File: src/rtl/pc_ctrl.sv
// pc_ctrl: sequencing controller for the program counter and IF/ID register.
// Each cycle selects advance, redirect, hold (load-use) or freeze (memory
// stall), tracks IDLE/RUN/MEM_WAIT phases and keeps saturating debug counters.
// Ports:
//   clk_i, rst_i (async active-low)     clock and reset
//   start_i                             run enable, low forces IDLE
//   dmem_stall_i                        data memory busy, freeze pipeline
//   EX_memread_i, EX_rt_i               load in EX and its destination
//   ID_rs_i, ID_rt_i                    source fields of instruction in ID
//   branch_taken_i, branch_target_i     taken branch/jump resolved in ID
//   PC_plus4_i                          sequential next address
//   PC_next_o, PC_write_o, PC_stall_o   PC register controls
//   IFID_write_o, IFID_flush_o          IF/ID register controls
//   ID_bubble_o, pipe_freeze_o          bubble insert / global freeze
//   state_o                             00 IDLE, 01 RUN, 10 MEM_WAIT
//   stall_cnt_o, flush_cnt_o            saturating event counters
module pc_ctrl #(
   parameter int unsigned CNT_W = 16
) (
   input  logic             clk_i,
   input  logic             rst_i,
   input  logic             start_i,
   input  logic             dmem_stall_i,
   input  logic             EX_memread_i,
   input  logic [4:0]       EX_rt_i,
   input  logic [4:0]       ID_rs_i,
   input  logic [4:0]       ID_rt_i,
   input  logic             branch_taken_i,
   input  logic [31:0]      branch_target_i,
   input  logic [31:0]      PC_plus4_i,
   output logic [31:0]      PC_next_o,
   output logic             PC_write_o,
   output logic             PC_stall_o,
   output logic             IFID_write_o,
   output logic             IFID_flush_o,
   output logic             ID_bubble_o,
   output logic             pipe_freeze_o,
   output logic [1:0]       state_o,
   output logic [CNT_W-1:0] stall_cnt_o,
   output logic [CNT_W-1:0] flush_cnt_o
);

   typedef enum logic [1:0] {
      ST_IDLE     = 2'b00,
      ST_RUN      = 2'b01,
      ST_MEM_WAIT = 2'b10
   } state_e;

   state_e           state_q, state_d;
   logic [CNT_W-1:0] stall_cnt_q, stall_cnt_d;
   logic [CNT_W-1:0] flush_cnt_q, flush_cnt_d;
   logic             hz;
   logic             active;

   // Load-use hazard: the load in EX writes a register the ID instruction reads.
   assign hz = EX_memread_i && (EX_rt_i != 5'd0) &&
               ((EX_rt_i == ID_rs_i) || (EX_rt_i == ID_rt_i));

   // The unused encoding behaves like IDLE.
   assign active = (state_q == ST_RUN) || (state_q == ST_MEM_WAIT);

   // Next-state, counter and control decode; IDLE outputs are the defaults.
   always_comb begin
      state_d       = state_q;
      stall_cnt_d   = stall_cnt_q;
      flush_cnt_d   = flush_cnt_q;
      PC_next_o     = PC_plus4_i;
      PC_write_o    = 1'b0;
      PC_stall_o    = 1'b0;
      IFID_write_o  = 1'b0;
      IFID_flush_o  = 1'b1;
      ID_bubble_o   = 1'b1;
      pipe_freeze_o = 1'b0;

      if (!active || !start_i) begin
         state_d = (!active && start_i) ? ST_RUN : ST_IDLE;
      end else if (dmem_stall_i) begin
         // A pending branch is ignored here; ID is frozen and re-presents it.
         PC_stall_o    = 1'b1;
         pipe_freeze_o = 1'b1;
         IFID_flush_o  = 1'b0;
         ID_bubble_o   = 1'b0;
         state_d       = ST_MEM_WAIT;
         if (stall_cnt_q != '1) stall_cnt_d = stall_cnt_q + CNT_W'(1);
      end else if (hz) begin
         // Hazard beats a same-cycle branch; the branch retries next cycle.
         IFID_flush_o = 1'b0;
         state_d      = ST_RUN;
         if (stall_cnt_q != '1) stall_cnt_d = stall_cnt_q + CNT_W'(1);
      end else if (branch_taken_i) begin
         PC_write_o   = 1'b1;
         PC_next_o    = branch_target_i;
         IFID_write_o = 1'b1;
         ID_bubble_o  = 1'b0;
         state_d      = ST_RUN;
         if (flush_cnt_q != '1) flush_cnt_d = flush_cnt_q + CNT_W'(1);
      end else begin
         PC_write_o   = 1'b1;
         IFID_write_o = 1'b1;
         IFID_flush_o = 1'b0;
         ID_bubble_o  = 1'b0;
         state_d      = ST_RUN;
      end
   end

   // State and counter registers.
   always_ff @(posedge clk_i or negedge rst_i) begin
      if (!rst_i) begin
         state_q     <= ST_IDLE;
         stall_cnt_q <= '0;
         flush_cnt_q <= '0;
      end else begin
         state_q     <= state_d;
         stall_cnt_q <= stall_cnt_d;
         flush_cnt_q <= flush_cnt_d;
      end
   end

   assign state_o     = state_q;
   assign stall_cnt_o = stall_cnt_q;
   assign flush_cnt_o = flush_cnt_q;

endmodule

File: config.mk
export PLATFORM = sky130hd
export DESIGN_NAME = pc_ctrl
export DESIGN_NICKNAME = d
export VERILOG_FILES = /design/src/rtl/pc_ctrl.sv
export SDC_FILE = /design/constraint.sdc
export NUM_CORES = 1
export LEC_CHECK = 0
export CAP_MARGIN = 10
export CORE_MARGIN = 3
export CORE_UTILIZATION = 35
export DETAILED_ROUTE_END_ITERATION = 8
export PLACE_DENSITY_LB_ADDON = 0.12
export SETUP_SLACK_MARGIN = 0.3
export SLEW_MARGIN = 25
export SYNTH_ARGS = -nofsm -noshare
export SYNTH_HDL_FRONTEND = slang
export SYNTH_SLANG_ARGS = --single-unit
File: constraint.sdc
create_clock -name clk_i -period 3.42 [get_ports clk_i]
set_clock_uncertainty 0.1 [all_clocks]
set_input_delay 0.513 -clock clk_i [delete_from_list [all_inputs] [get_ports clk_i]]
set_output_delay 0.513 -clock clk_i [all_outputs]
set_load 0.02 [all_outputs]
* Word-level counts from Yosys, hierarchy flattened
Index checks and enable logic that the tools add are counted.
** Storage, ports and cells
- Bits in registers :: 34
- Bits of input ports :: 85
- Output and inout port bits :: 72
- Word-level logic and storage cells :: 48
** Operators by class
- Add/sub/neg operators :: 2
- Equal/unequal tests :: 6
- Multiplexer cells :: 22
- Bitwise operators :: 3
- Reductions and logical operators :: 12
** Operators by type and width (count)
- two-way mux 32 bit :: 4
- two-way mux 16 bit :: 3
- adder 16 x 1 -> 16 bit (second input constant) :: 2
- != test 16 bit (second input constant) :: 2
- two-way mux 1 bit :: 13
- equality test 5 bit :: 2
- AND reduction 5 bit :: 1
- nonzero test 5 bit :: 1
- two-way mux 2 bit :: 2
- logical AND 1 bit :: 3
- logical OR 1 bit :: 3
- NOT 1 bit :: 3
- equality test 2 x 1 -> 1 bit (second input constant) :: 1
- equality test 2 bit (second input constant) :: 1
- logical NOT 1 bit :: 2
- AND reduction 2 bit :: 1
- nonzero test 2 bit :: 1

* Logic depth before layout (Yosys ltp)
- Depth in word-level cells :: 6
- Depth in mapped cells :: 8
- Depth with buffers taken out :: 7

* Least setup slack after synthesis
Ideal clock, no wire load.
- Kind :: input -> output
- Start :: in EX_rt_i[1]
- End :: out PC_next_o[15]
- Arrival :: 2.303 ns
- Required time :: 2.807 ns
- Path slack :: 0.504 ns
- Stages :: 6
- Path buffers :: 2
- Cell sequence :: or4_1 > o21a_1 > a2111oi_4 > buf_6 > buf_6 > mux2_2
** Between the ends
- Cells in the longest elaborated chain, start to end :: 6
- Elaborated cells on any way between the ends :: 9
- Those cells by class :: eq/ne (2); mux (3); reduce/logical (4)
** Ends and longest elaborated chain
- start, declared :: RTL line 25 : input logic [4:0] EX_rt_i,
- equality test 5 bit or nonzero test 5 bit (tied branches) :: RTL line 57, 56
- logical OR 1 bit or logical AND 1 bit (tied branches) :: RTL line 57, 56
- logical AND 1 bit * :: RTL line 56 : assign hz = EX_memread_i && (EX_rt_i != 5'd0) &&
- two-way mux 32 bit * :: RTL line 85 : end else if (hz) begin
- two-way mux 32 bit * :: RTL line 77 : end else if (dmem_stall_i) begin
- two-way mux 32 bit * :: RTL line 75 : if (!active || !start_i) begin
- end, declared :: RTL line 31 : output logic [31:0] PC_next_o,
Every way passes the cells marked *; elsewhere a longest branch is shown, timed or not.

* Final worst setup path
- Start :: in ID_rs_i[4]
- End :: out PC_next_o[21]
** Between the ends
- Cells in the longest elaborated chain, start to end :: 6
** Ends and longest elaborated chain
- start, declared :: RTL line 26 : input logic [4:0] ID_rs_i,
- equality test 5 bit :: RTL line 57 : ((EX_rt_i == ID_rs_i) || (EX_rt_i == ID_rt_i));
- logical OR 1 bit :: RTL line 57
- logical AND 1 bit :: RTL line 56
- two-way mux 32 bit :: RTL line 85
- two-way mux 32 bit :: RTL line 77
- two-way mux 32 bit :: RTL line 75
No other way between the ends.

==> results.py <==
metrics = {
    "status": {
        "status": "finished, final reports clean",
    },
    "global_routing": {
        "antenna_found_initial": 0,
        "grt.overflow.total": 0,
        "grt_usage_pct": 22.8,
        "grt_pass1_vias": 2628,
        "grt_pass1_wl_mm": 13.2,
        "grt_max_degree": 35,
    },
    "synth": {
        "ys_seq_area_share_pct": 38.7,
        "synth_top_area_cell": "dfrtp_1",
        "yosys-top-cells-count": "dfrtp_1, mux2_2, xnor2_1",
        "synth_cell_type_count": 35,
        "yosysMostFrequentCell": "dfrtp_1",
        "synthFlopType": "dfrtp_1",
        "syn_area_per_cell_um2": 10.9,
        "synth.area.top_cells": "dfrtp_1, mux2_2, xnor2_1, xor2_1, and3_1",
        "syn_nets": 288,
        "syn_inst": 201,
        "ys_seq_elements": 34,
        "syn_area_um2": 2200,
        "synth-warning-count": 0,
        "async_flop_share_pct": 100,
        "synth.top_cell.area_share_pct": 38.7,
        "synth_edf_count": 0,
    },
    "finish": {
        "multi_input_area_um2": 1440,
        "nFillCells": 404,
        "drive_gt1_share_pct": 36.2,
        "fin_area_um2": 4480,
        "final_util_pct": 74.8,
        "fin_cells": 481,
        "final_nets": 492,
        "ff_latch_area_um2": 851,
        "syn2layout_area_growth_pct": 104,
        "antenna_cells": 0,
    },
    "clocking": {
        "clock_sinks": 34,
        "root_buffer": "clkbuf_8",
        "cts_buffers": 5,
        "h-tree-depth": 2,
        "insertion_delay_ns": 0.28,
        "clkTransAtPathRegs_ns": 0.07,
        "cts_tree": "yes",
        "clock_path_buffers": 2,
    },
    "setup_path": {
        "slowest_stage": "a2111oi_4",
        "critical_path.max_fanout": 8,
        "cp_data_required_time_ns": 2.81,
        "start_kind": "input port",
        "crit_chain": "dlygate4sd2_1, xor2_1, nor3_2, a22o_1, a2111oi_4, buf_6, buf_12, buf_12, buf_16, mux2_4, buf_6",
        "critPathKind": "in -> out",
        "cp.arrival_ns": 2.60,
        "slowest_delay_ns": 0.36,
        "endpoint_kind": "output pin",
    },
    "floorplanning": {
        "dieHeight_um": 85.3,
        "die_x_um": 85.3,
        "fp.coreArea_um2": 5990,
        "pin_count": 157,
        "die-area_um2": 7270,
        "start_util_pct": 36.7,
        "rows": 28,
    },
    "drt": {
        "drt_iter0_markers": 73,
        "vias": 2419,
        "routedWlPerCell_um": 17.4,
        "dr.pass1.iters": 4,
        "antenna_left": 0,
        "drcViolationCount": 0,
        "wl_mm": 8.39,
        "vias_per_cell": 5.03,
    },
    "place": {
        "globalplace.congestion": 0.820,
        "dp_hpwl_mm": 5.75,
        "numPortBuffers": 156,
        "dp_cells": 436,
        "placed_area_um2": 3890,
    },
    "pwr": {
        "peakVddDrop_mv": 0.359,
        "p_leak_nw": 1.99,
        "power.density_nw_per_um2": 306,
    },
    "timing": {
        "hold_ws_ns": 0.393,
        "drv_slew": 0,
        "setup_viol": 0,
        "period_share_pct": 94.1,
        "rsz0062_at_grt": "yes",
        "relSlewSlack_pct": 66.6,
        "hold_viol_final": 0,
        "period_needed_ns": 3.22,
        "tightest_slew_ns": 0.500,
        "fmax_mhz": 311,
    },
    "hold_path": {
        "worstHoldPathType": "reg -> reg",
    },
    "job": {
        "drv_cap": 0,
    },
}
-- path summary, 6_finish.rpt --
kind | from | endpoint | slack (ns) | cells past startpoint
worst max-delay path | ID_rs_i[4] | PC_next_o[21] | 0.20 | 11
worst min-delay path | stall_cnt_o[6] | stall_cnt_o[6] | 0.39 | 1
worst max register to register | state_o[1] | flush_cnt_o[1] | 0.74 | 12
worst min register to register | stall_cnt_o[6] | stall_cnt_o[6] | 0.39 | 1
max in group asynchronous | rst_i | flush_cnt_o[1] | 2.38 | 2
min in group asynchronous | rst_i | stall_cnt_o[2] | 0.54 | 2
-- power breakdown --
part,switching (mW),internal (mW)
Clock,0.141,0.162
Sequential,0.0499,0.443
Combinational,0.244,0.331
-- metal layers --
layer | GRT usage, % | routed length (um) | up-vias
met5 | 0 | 0 | -
met4 | 9.78 | 287 | 0
met3 | 6.60 | 702 | 21
met2 | 40.4 | 4410 | 108
met1 | 25.2 | 2980 | 1163
li1 | - | - | 1127
-- layout make-up --
type                       instances  share of cell area, %
timing repair buffer             207                   44.7
multi-input combinational        156                   32.1
sequential                        34                   19.0
tap                               75                   2.09
clock buffer                       7                   1.93
clock inverter                     1                  0.112
inverter                           1                 0.0838
-- cells in the final DEF, fill, tap and decap left out, drive strengths merged, types with 2 or more instances in the layout --
cell type and count:
o21ai 2, xor2 13, xnor2 26, dlygate4sd2 12
clkdlybuf4s50 105, nand3 14, nor3 4, and4 5
and3 14, nand4 11, and2 4, clkbuf 9
a21oi 3, mux2 34, buf 87, nor2 5
dfrtp 34, ha 2, nand2 8
-- kinds of logic (layout without fill, tap and decap cells) --
| family | Yosys count | after routing | share of synthesized area, % |
|---|---|---|---|
| compound gates | 13 | 13 | 4.89 |
| fa+ha+maj | 2 | 2 | 1.14 |
| simple gates | 68 | 68 | 18.5 |
| xor+xnor | 39 | 39 | 15.5 |
| mux | 34 | 34 | 17.4 |
| buf+inv | 11 | 216 | 3.81 |
| flops | 34 | 34 | 38.7 |
-- flip-flops by register name, indices dropped and copies added (netlist names) --
name and count:
state_o 2, stall_cnt_o 16, flush_cnt_o 16
-- critical path, delay by kind of cell --
family	cells	cell delay (ns)
buffers and inverters	6	0.85
AOI/OAI and AO/OA	2	0.61
muxes	1	0.30
xor gates and xnor gates	1	0.21
and+or+nand+nor	1	0.09
-- repair_timing --
item | in CTS | in global routing
gates cloned | 3 | 0
buffers inserted | 32 | 2
setup endpoints to repair | 36 | 49
pin swaps | 14 | 11
hold buffers | 0 | 0
resized for setup | 207 | 43
-- metrics by stage --
step | TNS (ns) | setup WS (ns) | total power, mW
2_1_floorplan | 0 | 0.504 | 0.707
3_3_place_gp | -13.24 | -0.435 | 0.988
3_5_place_dp | -13.19 | -0.432 | 0.996
4_1_cts | 0 | 0.125 | 1.35
5_1_grt | 0 | 0.139 | 1.45
6_report | 0 | 0.202 | 1.37
Note: power is estimated with default switching activity, not from simulation.
